==> config.mk <==
export PLATFORM = sky130hd
export DESIGN_NAME = lsu_mem_initiator
export DESIGN_NICKNAME = d
export VERILOG_FILES = /design/src/rtl/lsu_mem_initiator.sv
export SDC_FILE = /design/constraint.sdc
export NUM_CORES = 1
export LEC_CHECK = 0
export ABC_AREA = 1
export CORE_MARGIN = 1.5
export CORE_UTILIZATION = 55
export CTS_BUF_LIST = sky130_fd_sc_hd__clkbuf_2
export DETAILED_ROUTE_END_ITERATION = 6
export GPL_TIMING_DRIVEN = 0
export PLACE_DENSITY = 0.82
export SYNTH_ARGS = -nofsm -noshare
export SYNTH_HDL_FRONTEND = slang
export SYNTH_SLANG_ARGS = --single-unit
==> constraint.sdc <==
create_clock -name clk -period 2.9 [get_ports clk]
set_input_delay 0.29 -clock clk [delete_from_list [all_inputs] [get_ports clk]]
set_output_delay 0.29 -clock clk [all_outputs]
set_load 0.005 [all_outputs]
==> src/rtl/lsu_mem_initiator.sv <==
// Load/store initiator for the word RAM port. Converts RV32I byte/half/word
// accesses into one or two word-aligned RAM cycles with lane strobes and load extension.
module lsu_mem_initiator #(
   parameter int unsigned MEM_BYTES        = 512,
   parameter bit          ALLOW_MISALIGNED = 1'b1
) (
   input  logic        clk,
   input  logic        rst_n,
   input  logic        req_valid,
   output logic        req_ready,
   input  logic        req_we,
   input  logic [2:0]  req_funct3,
   input  logic [31:0] req_addr,
   input  logic [31:0] req_wdata,
   output logic        resp_valid,
   output logic [31:0] resp_rdata,
   output logic        resp_err,
   output logic        mem_r,
   output logic [3:0]  mem_w,
   output logic [31:0] mem_addr,
   output logic [31:0] mem_wdata,
   input  logic [31:0] mem_rdata
);

   // state | meaning
   // IDLE  | ready for a request
   // ACC0  | first (lower) word access
   // ACC1  | second (upper) word access of a split request
   // RESP  | one-cycle response pulse
   typedef enum logic [1:0] {IDLE, ACC0, ACC1, RESP} state_t;

   state_t state_q, state_d;

   logic [2:0]  size;
   logic [1:0]  off;
   logic [3:0]  end_off;
   logic        split;
   logic        illegal;
   logic [32:0] last_byte;
   logic        out_of_range;
   logic        req_err;
   logic [4:0]  ones;
   logic [6:0]  mask;
   logic [7:0]  mask8;
   logic [63:0] wdata_sh;
   logic [63:0] wdata64;

   logic        we_q;
   logic [2:0]  funct3_q;
   logic [1:0]  off_q;
   logic        split_q;
   logic [6:0]  mask_q;
   logic [63:0] wdata64_q;
   logic [29:0] word_addr_q;
   logic [31:0] lo_q;
   logic [31:0] resp_rdata_q;
   logic        resp_err_q;

   logic [63:0] captured;
   logic [31:0] shifted;
   logic [31:0] load_ext;
   logic        last_acc;

   // Decode of the live request, used only at the acceptance edge
   always_comb begin
      case (req_funct3[1:0])
         2'b01:   size = 3'd2;
         2'b10:   size = 3'd4;
         default: size = 3'd1;
      endcase
      off     = req_addr[1:0];
      end_off = {2'b00, off} + {1'b0, size};
      split   = end_off > 4'd4;
      if (req_we)
         illegal = req_funct3[2] | (req_funct3 == 3'b011);
      else
         illegal = (req_funct3 == 3'b011) | (req_funct3 == 3'b110) | (req_funct3 == 3'b111);
      last_byte    = {1'b0, req_addr} + 33'(size) - 33'd1;
      out_of_range = last_byte >= 33'(MEM_BYTES);
      req_err      = illegal | out_of_range | (split & !ALLOW_MISALIGNED);
      ones     = (5'd1 << size) - 5'd1;
      mask     = 7'(ones) << off;
      mask8    = {1'b0, mask};
      wdata_sh = {32'h0, req_wdata} << {off, 3'b000};
      wdata64  = 64'h0;
      for (int i = 0; i < 8; i++)
         wdata64[8*i +: 8] = mask8[i] ? wdata_sh[8*i +: 8] : 8'h00;
   end

   // Load extension; the final word is taken straight from the RAM at the closing edge
   always_comb begin
      captured = (state_q == ACC1) ? {mem_rdata, lo_q} : {32'h0, mem_rdata};
      shifted  = 32'(captured >> {off_q, 3'b000});
      case (funct3_q)
         3'b000:  load_ext = {{24{shifted[7]}}, shifted[7:0]};
         3'b001:  load_ext = {{16{shifted[15]}}, shifted[15:0]};
         3'b100:  load_ext = {24'h0, shifted[7:0]};
         3'b101:  load_ext = {16'h0, shifted[15:0]};
         default: load_ext = shifted;
      endcase
      last_acc = ((state_q == ACC0) && !split_q) || (state_q == ACC1);
   end

   always_ff @(posedge clk or negedge rst_n) begin
      if (!rst_n)
         state_q <= IDLE;
      else
         state_q <= state_d;
   end

   always_comb begin
      state_d   = state_q;
      mem_r     = 1'b0;
      mem_w     = 4'b0000;
      mem_addr  = 32'h0;
      mem_wdata = 32'h0;
      case (state_q)
         IDLE: begin
            if (req_valid)
               state_d = req_err ? RESP : ACC0;
         end
         ACC0: begin
            mem_r     = !we_q;
            mem_w     = we_q ? mask_q[3:0] : 4'b0000;
            mem_addr  = {word_addr_q, 2'b00};
            mem_wdata = we_q ? wdata64_q[31:0] : 32'h0;
            state_d   = split_q ? ACC1 : RESP;
         end
         ACC1: begin
            mem_r     = !we_q;
            mem_w     = we_q ? {1'b0, mask_q[6:4]} : 4'b0000;
            mem_addr  = {word_addr_q + 30'd1, 2'b00};
            mem_wdata = we_q ? wdata64_q[63:32] : 32'h0;
            state_d   = RESP;
         end
         RESP: begin
            state_d = IDLE;
         end
         default: state_d = IDLE;
      endcase
   end

   always_ff @(posedge clk or negedge rst_n) begin
      if (!rst_n) begin
         we_q         <= 1'b0;
         funct3_q     <= 3'b000;
         off_q        <= 2'b00;
         split_q      <= 1'b0;
         mask_q       <= 7'h0;
         wdata64_q    <= 64'h0;
         word_addr_q  <= 30'h0;
         lo_q         <= 32'h0;
         resp_rdata_q <= 32'h0;
         resp_err_q   <= 1'b0;
      end else begin
         if (state_q == IDLE && req_valid) begin
            we_q        <= req_we;
            funct3_q    <= req_funct3;
            off_q       <= off;
            split_q     <= split;
            mask_q      <= mask;
            wdata64_q   <= wdata64;
            word_addr_q <= req_addr[31:2];
            if (req_err) begin
               resp_err_q   <= 1'b1;
               resp_rdata_q <= 32'h0;
            end
         end
         if (state_q == ACC0)
            lo_q <= mem_rdata;
         if (last_acc) begin
            resp_err_q   <= 1'b0;
            resp_rdata_q <= we_q ? 32'h0 : load_ext;
         end
      end
   end

   assign req_ready  = (state_q == IDLE) && rst_n;
   assign resp_valid = (state_q == RESP);
   assign resp_rdata = resp_rdata_q;
   assign resp_err   = resp_err_q;

endmodule

After elaboration in Yosys (flattened, before gate mapping):

Cells that the tools add are included.

* register bits after elaboration: 167
* bits of input ports: 103
* output and inout bits: 104

* add/sub/neg operators: 5
* order comparisons: 2
* eq/ne operators: 12
* shift operators: 4
* multiplexer cells: 30
* bitwise gates (word level): 4
* reduce and logical (&&, ||, !) cells: 12

Operators by type and width (number)
* $mux 32: 5
* $pmux 32 s2: 2
* $pmux 32 s4: 1
* $mux 64: 1
* $shr 64x5->32: 1
* $mux 8: 7
* $shl 32x5->56: 1
* $add 32x3->33: 1
* $ge 33x10->1 const B: 1
* $sub 33x1->33 const B: 1
* $add 30x1->30 const B: 1
* $mux 24: 1
* $eq 3x3->1 const B: 4
* $pmux 2 s4: 1
* $pmux 4 s2: 1
* $shl 5x2->7: 1
* $eq 2x2->1 const B: 3
* $mux 1: 6
* $pmux 3 s2: 1
* $shl 1x3->5 const A: 1
* $sub 5x1->5 const B: 1
* $add 2x3->4: 1
* $eq 2x1->1 const B: 2
* $gt 4x3->1 const B: 1
* 15 further kinds: 23

Depth between registers and ports, before layout:

Gate-level depths: netlist of the first run.

* word-level depth: 9
* depth in mapped cells: 26
* gate-level depth less buffers: 25

Least setup slack after synthesis of the first run:

Ideal clock, no wire load.

* path type: input to register
* start point: in req_addr[1]
* end point: reg resp_err_q, in the netlist resp_err
* data arrival time: 3.091 ns
* required time: 2.767 ns
* setup slack: -0.323 ns
* stages: 24
* path buffers: 3
* cells stage by stage: clkbuf_1 > inv_2 > buf_1 > ha_1 > inv_1 > ha_1 > inv_1 > fa_1 > inv_1 > nand2_1 > nand2_1 > and2_0 > nand2_1 > nand3_2 > nand2_1 > nand3_1 > nand2_1 > nor2_1 > nand3_1 > nor2_2 > nand2_2 > nand2_4 > buf_8 > a21oi_1

* word-level cells in the longest chain between the ends: 6

RTL lines
* from (decl): RTL line 13 `input logic [31:0] req_addr,`
* $add 32x3->33: RTL line 78 `last_byte = {1'b0, req_addr} + 33'(size) - 33'd1;`
* $sub 33x1->33: RTL line 78
* $ge 33x10->1: RTL line 79 `out_of_range = last_byte >= 33'(MEM_BYTES);`
* $or 1x1->1: RTL line 80 `req_err = illegal | out_of_range | (split & !ALLOW_MISALIGNED);`
* $reduce_bool 2->1 (no source line)
* $reduce_and 2->1 (no source line)
* to (signal assigned): RTL line 154 `resp_err_q <= 1'b0;`
* to (signal assigned): RTL line 165 `resp_err_q <= 1'b1;`
* to (signal assigned): RTL line 172 `resp_err_q <= 1'b0;`
* to (decl): RTL line 57 `logic resp_err_q;`

No other way between the ends.
A chain may end at the register's enable or synchronous reset.

Final worst setup path of the first run:

* start point: reg word_addr_q[1]
* end point: out mem_addr[19]

* word-level cells in the longest chain between the ends: 2

RTL lines
* from (decl): RTL line 54 `logic [29:0] word_addr_q;`
* from (signal assigned): RTL line 163 `word_addr_q <= req_addr[31:2];`
* $add 30x1->30: RTL line 132 `mem_addr = {word_addr_q + 30'd1, 2'b00};`
* $pmux 32 s2: RTL line 117 `case (state_q)`
* to (decl): RTL line 20 `output logic [31:0] mem_addr,`

No other way between the ends.

==> results of run 1 <==
## worst max path at each step
stage,start,end,slack [ns],cells past startpoint
6_report,word_addr_q[1]$_DFFE_PN0P_,mem_addr[19],-0.45,14
5_1_grt,word_addr_q[0]$_DFFE_PN0P_,mem_addr[31],-0.53,16
4_1_cts,word_addr_q[1]$_DFFE_PN0P_,mem_addr[28],-0.53,14
3_5_place_dp,req_funct3[0],resp_err$_DFFE_PN0P_,-1.09,24
3_3_place_gp,rst_n,wdata64_q[25]$_DFFE_PN0P_,-5.21,1
2_1_floorplan,req_addr[1],resp_err$_DFFE_PN0P_,0.02,24
## layout make-up
cell class	count	area [um2]
multi-input combinational	1290	7413
fill	1786	5723
sequential	167	4189
timing repair buffer	265	2395
inverter	302	1152
buffer	82	569.3
tap	280	350.3
clock inverter	13	146.4
clock buffer	17	85.08
antenna	1	2.502
## layout by cell type (no fill, tap or decap), types with 7 or more instances in the layout
| master | instances |
|---|---|
| nand2_1 | 517 |
| inv_1 | 288 |
| o21ai_0 | 179 |
| dfrtp_1 | 159 |
| clkdlybuf4s50_1 | 133 |
| nor2_1 | 100 |
| nand3_1 | 89 |
| o22ai_1 | 57 |
| buf_4 | 47 |
| clkbuf_1 | 44 |
| a21oi_1 | 42 |
| ha_1 | 41 |
| clkbuf_2 | 40 |
| buf_2 | 38 |
| mux2i_1 | 23 |
| o211ai_1 | 21 |
| a31oi_1 | 21 |
| nand3_2 | 21 |
| o32ai_2 | 17 |
| nand4_1 | 16 |
| o21ai_1 | 15 |
| nand2_2 | 13 |
| dlygate4sd2_1 | 13 |
| nor2_2 | 12 |
| inv_2 | 10 |
| nor2_4 | 9 |
| nand3b_1 | 9 |
| o221ai_1 | 8 |
| dfrtp_2 | 8 |
| nor3_1 | 7 |
| o32ai_4 | 7 |
| ha_4 | 7 |
| buf_6 | 7 |
## layer usage
layer,part of all wire,GRT usage,vias up
met4,0.045,0.1572,0
met2,0.45,0.6214,931
met3,0.10,0.07469,190
met1,0.41,0.5250,6806
met5,0,0,-
li1,-,-,6591
## cells by family after synthesis
group	after synthesis	synth area share
buffers and inverters	387	0.1219
xor gates and xnor gates	1	0.0007022
adders and majority gates	50	0.05135
AOI/OAI and AO/OA	391	0.1833
muxes	23	0.01846
DFF	167	0.3350
other	1	0.0003006
and+or+nand+nor	823	0.2891
## registers in the layout (all words and copies together) (netlist names)
register	cells
resp_err	1
we_q	1
word_addr_q	30
wdata64_q	56
resp_rdata	32
state_q	2
split_q	1
off_q	2
funct3_q	3
mask_q	7
lo_q	32
## power by group through the flow
stage	clock [W]	combinational [W]	sequential, W
3_5_place_dp	0	0.00693	0.00404
3_3_place_gp	0	0.00677	0.00401
5_1_grt	0.00137	0.00901	0.00416
6_report	0.00131	0.00836	0.00407
2_1_floorplan	0	0.00425	0.00384
4_1_cts	0.00129	0.00781	0.00400
## metrics by stage
stage,util,cells
3_3_place_gp,0.6761,2328
4_1_cts,0.7295,2400
6_report,0.7402,2417
2_1_floorplan,-,1844
3_5_place_dp,0.6776,2329
5_1_grt,0.7402,2417
## critical path: stages (launching register included)
cell and delay [ns]:
dfrtp_1 0.47, buf_6 0.14, nand4_4 0.11, nor2_4 0.13, nand2_2 0.09, nor2_4 0.11
nand2_2 0.10, nor2_4 0.14, nand3_4 0.09, buf_4 0.15, buf_6 0.11, nor2_4 0.09
a21oi_2 0.08, o32ai_2 0.28, buf_2 0.20
## repair_timing
action                     CTS  global route
resized for setup          306            89
setup buffers               41            10
pin swaps                   33            30
hold endpoints to repair   167             2
hold buffers                 2             2
setup endpoints to repair  101            88
gates cloned                 1             4
==> results.sh, run 1 <==
export IMPL_status="finished, violations left"
export IMPL_violations="DRC, setup timing"
export IMPL_yosysUniqueCellTypes=53
export IMPL_viasPerCell=6.007
export IMPL_cts_tree="done"
export IMPL_swShare=0.5014
export IMPL_ctsRootBufferMaster="clkbuf_2"
export IMPL_route_detailed_wl_per_inst_um=19.37
export IMPL_finalCritPeriodShare=1.154
export IMPL_power_density_nw_per_um2=842.6
export IMPL_ff2ff_path_depth=12
export IMPL_intPower_w=0.006850
export IMPL_vias=14520
export IMPL_synthesis_area_um2=12470
export IMPL_max_freq_ghz=0.2987
export IMPL_finalPower_w=0.01374
export IMPL_yosysTopAreaCellShare=0.3350
export IMPL_synth_ff_type="dfrtp_1"
export IMPL_end_kind="primary output"
export IMPL_die_area_um2=23590
export IMPL_grt_setup_unrepaired="yes"
export IMPL_drv_cap=0
export IMPL_grt_pass1_wl_mm=72.28
export IMPL_cts_buffers=17
export IMPL_synth_edf_count=0
export IMPL_dp_hpwl_mm=34.12
export IMPL_grt_ovfl_total=0
export IMPL_clockBufferDepth=2
export IMPL_setup_viol=18
export IMPL_period_minus_slack_ns=3.348
export IMPL_place_ws_ns=-1.095
export IMPL_grt_pass1_vias=13590
export IMPL_place_area_um2=14920
export IMPL_worstPathRequired_ns=2.61
export IMPL_slew_violations=0
export IMPL_clk_pin_slew_ns=0.27
export IMPL_cp_start_kind="flip-flop"
export IMPL_drc=12
export IMPL_avgSynthCellArea_um2=6.769
export IMPL_hp_class="in -> async"
export IMPL_coreArea_um2=22030
export IMPL_cp_arrival_ns=3.06
export IMPL_synth_area_leaders="dfrtp_1 34%, nand2_1 16%, inv_1 8.9%"
export IMPL_hold_viol=0
export IMPL_first_iter_violations=1696
export IMPL_die_w_um=153.6
export IMPL_p_sw_w=0.006888
export IMPL_reg2reg_slack_ns=0.16
export IMPL_worstSetupPathType="reg -> out"
export IMPL_antenna_found_initial=1
export IMPL_slew_headroom=0.4330
export IMPL_setup_slack_ns=-0.4479
export IMPL_drt_pre_antenna_iters=7
export IMPL_r2r_start="state_q[1]$_DFFE_PN0P_"
export IMPL_skew_ns=0.05562
export IMPL_rows=54
export IMPL_ys_seq_area_frac=0.3350
export IMPL_async_reset_ff_frac=1.000
export IMPL_drt_wl_total_mm=46.81
export IMPL_gr_usage_all_layers=0.3903
export IMPL_final_antenna_net_count=0
export IMPL_tns_ns=-4.998
export IMPL_area_delta_synth_final_pct=30.69
export IMPL_p_leak_nw=8.083
export IMPL_crit_fanout=2
export IMPL_yosysMostFrequentCell="nand2_1"
export IMPL_synth_largest_area_cell="dfrtp_1"
export IMPL_tightest_slew_ns=0.8505
export IMPL_yosys_top_cells_count="523 x nand2_1, 296 x inv_1, 193 x o21ai_0"
export IMPL_synth_cells=1843
export IMPL_hold_ws_ns=0.02588
export IMPL_pwr_share_clk=0.095
export IMPL_start_util=0.5663
export IMPL_port_buffers=204
export IMPL_place_congestion=1.003
export IMPL_ys_ff_latch=167
export IMPL_yosysWarningCount=0
export IMPL_vdd_drop_max_mv=0.4128
export IMPL_combinationalPowerShare=0.608
export IMPL_clkSinkCount=167
export IMPL_pin_count=207
export IMPL_drive_gt1_frac=0.1456
export IMPL_die_h_um=153.6
export IMPL_clk_latency_ns=0.80
export IMPL_nets=2278
export IMPL_htreeDepth=4
export IMPL_pwr_share_seq=0.296
export IMPL_final_area_um2=16300
export IMPL_r2r_end="resp_rdata[26]$_DFFE_PN0P_"
export IMPL_grt_max_degree=122
(Power assumes the default switching activity.)
==> run 2, diff against run 1 <==
ABC_CLOCK_PERIOD_IN_PS = 2900   (was unset)
==> results of run 2 <==
Final layout, timing and power as in run 1 (identical DEF).
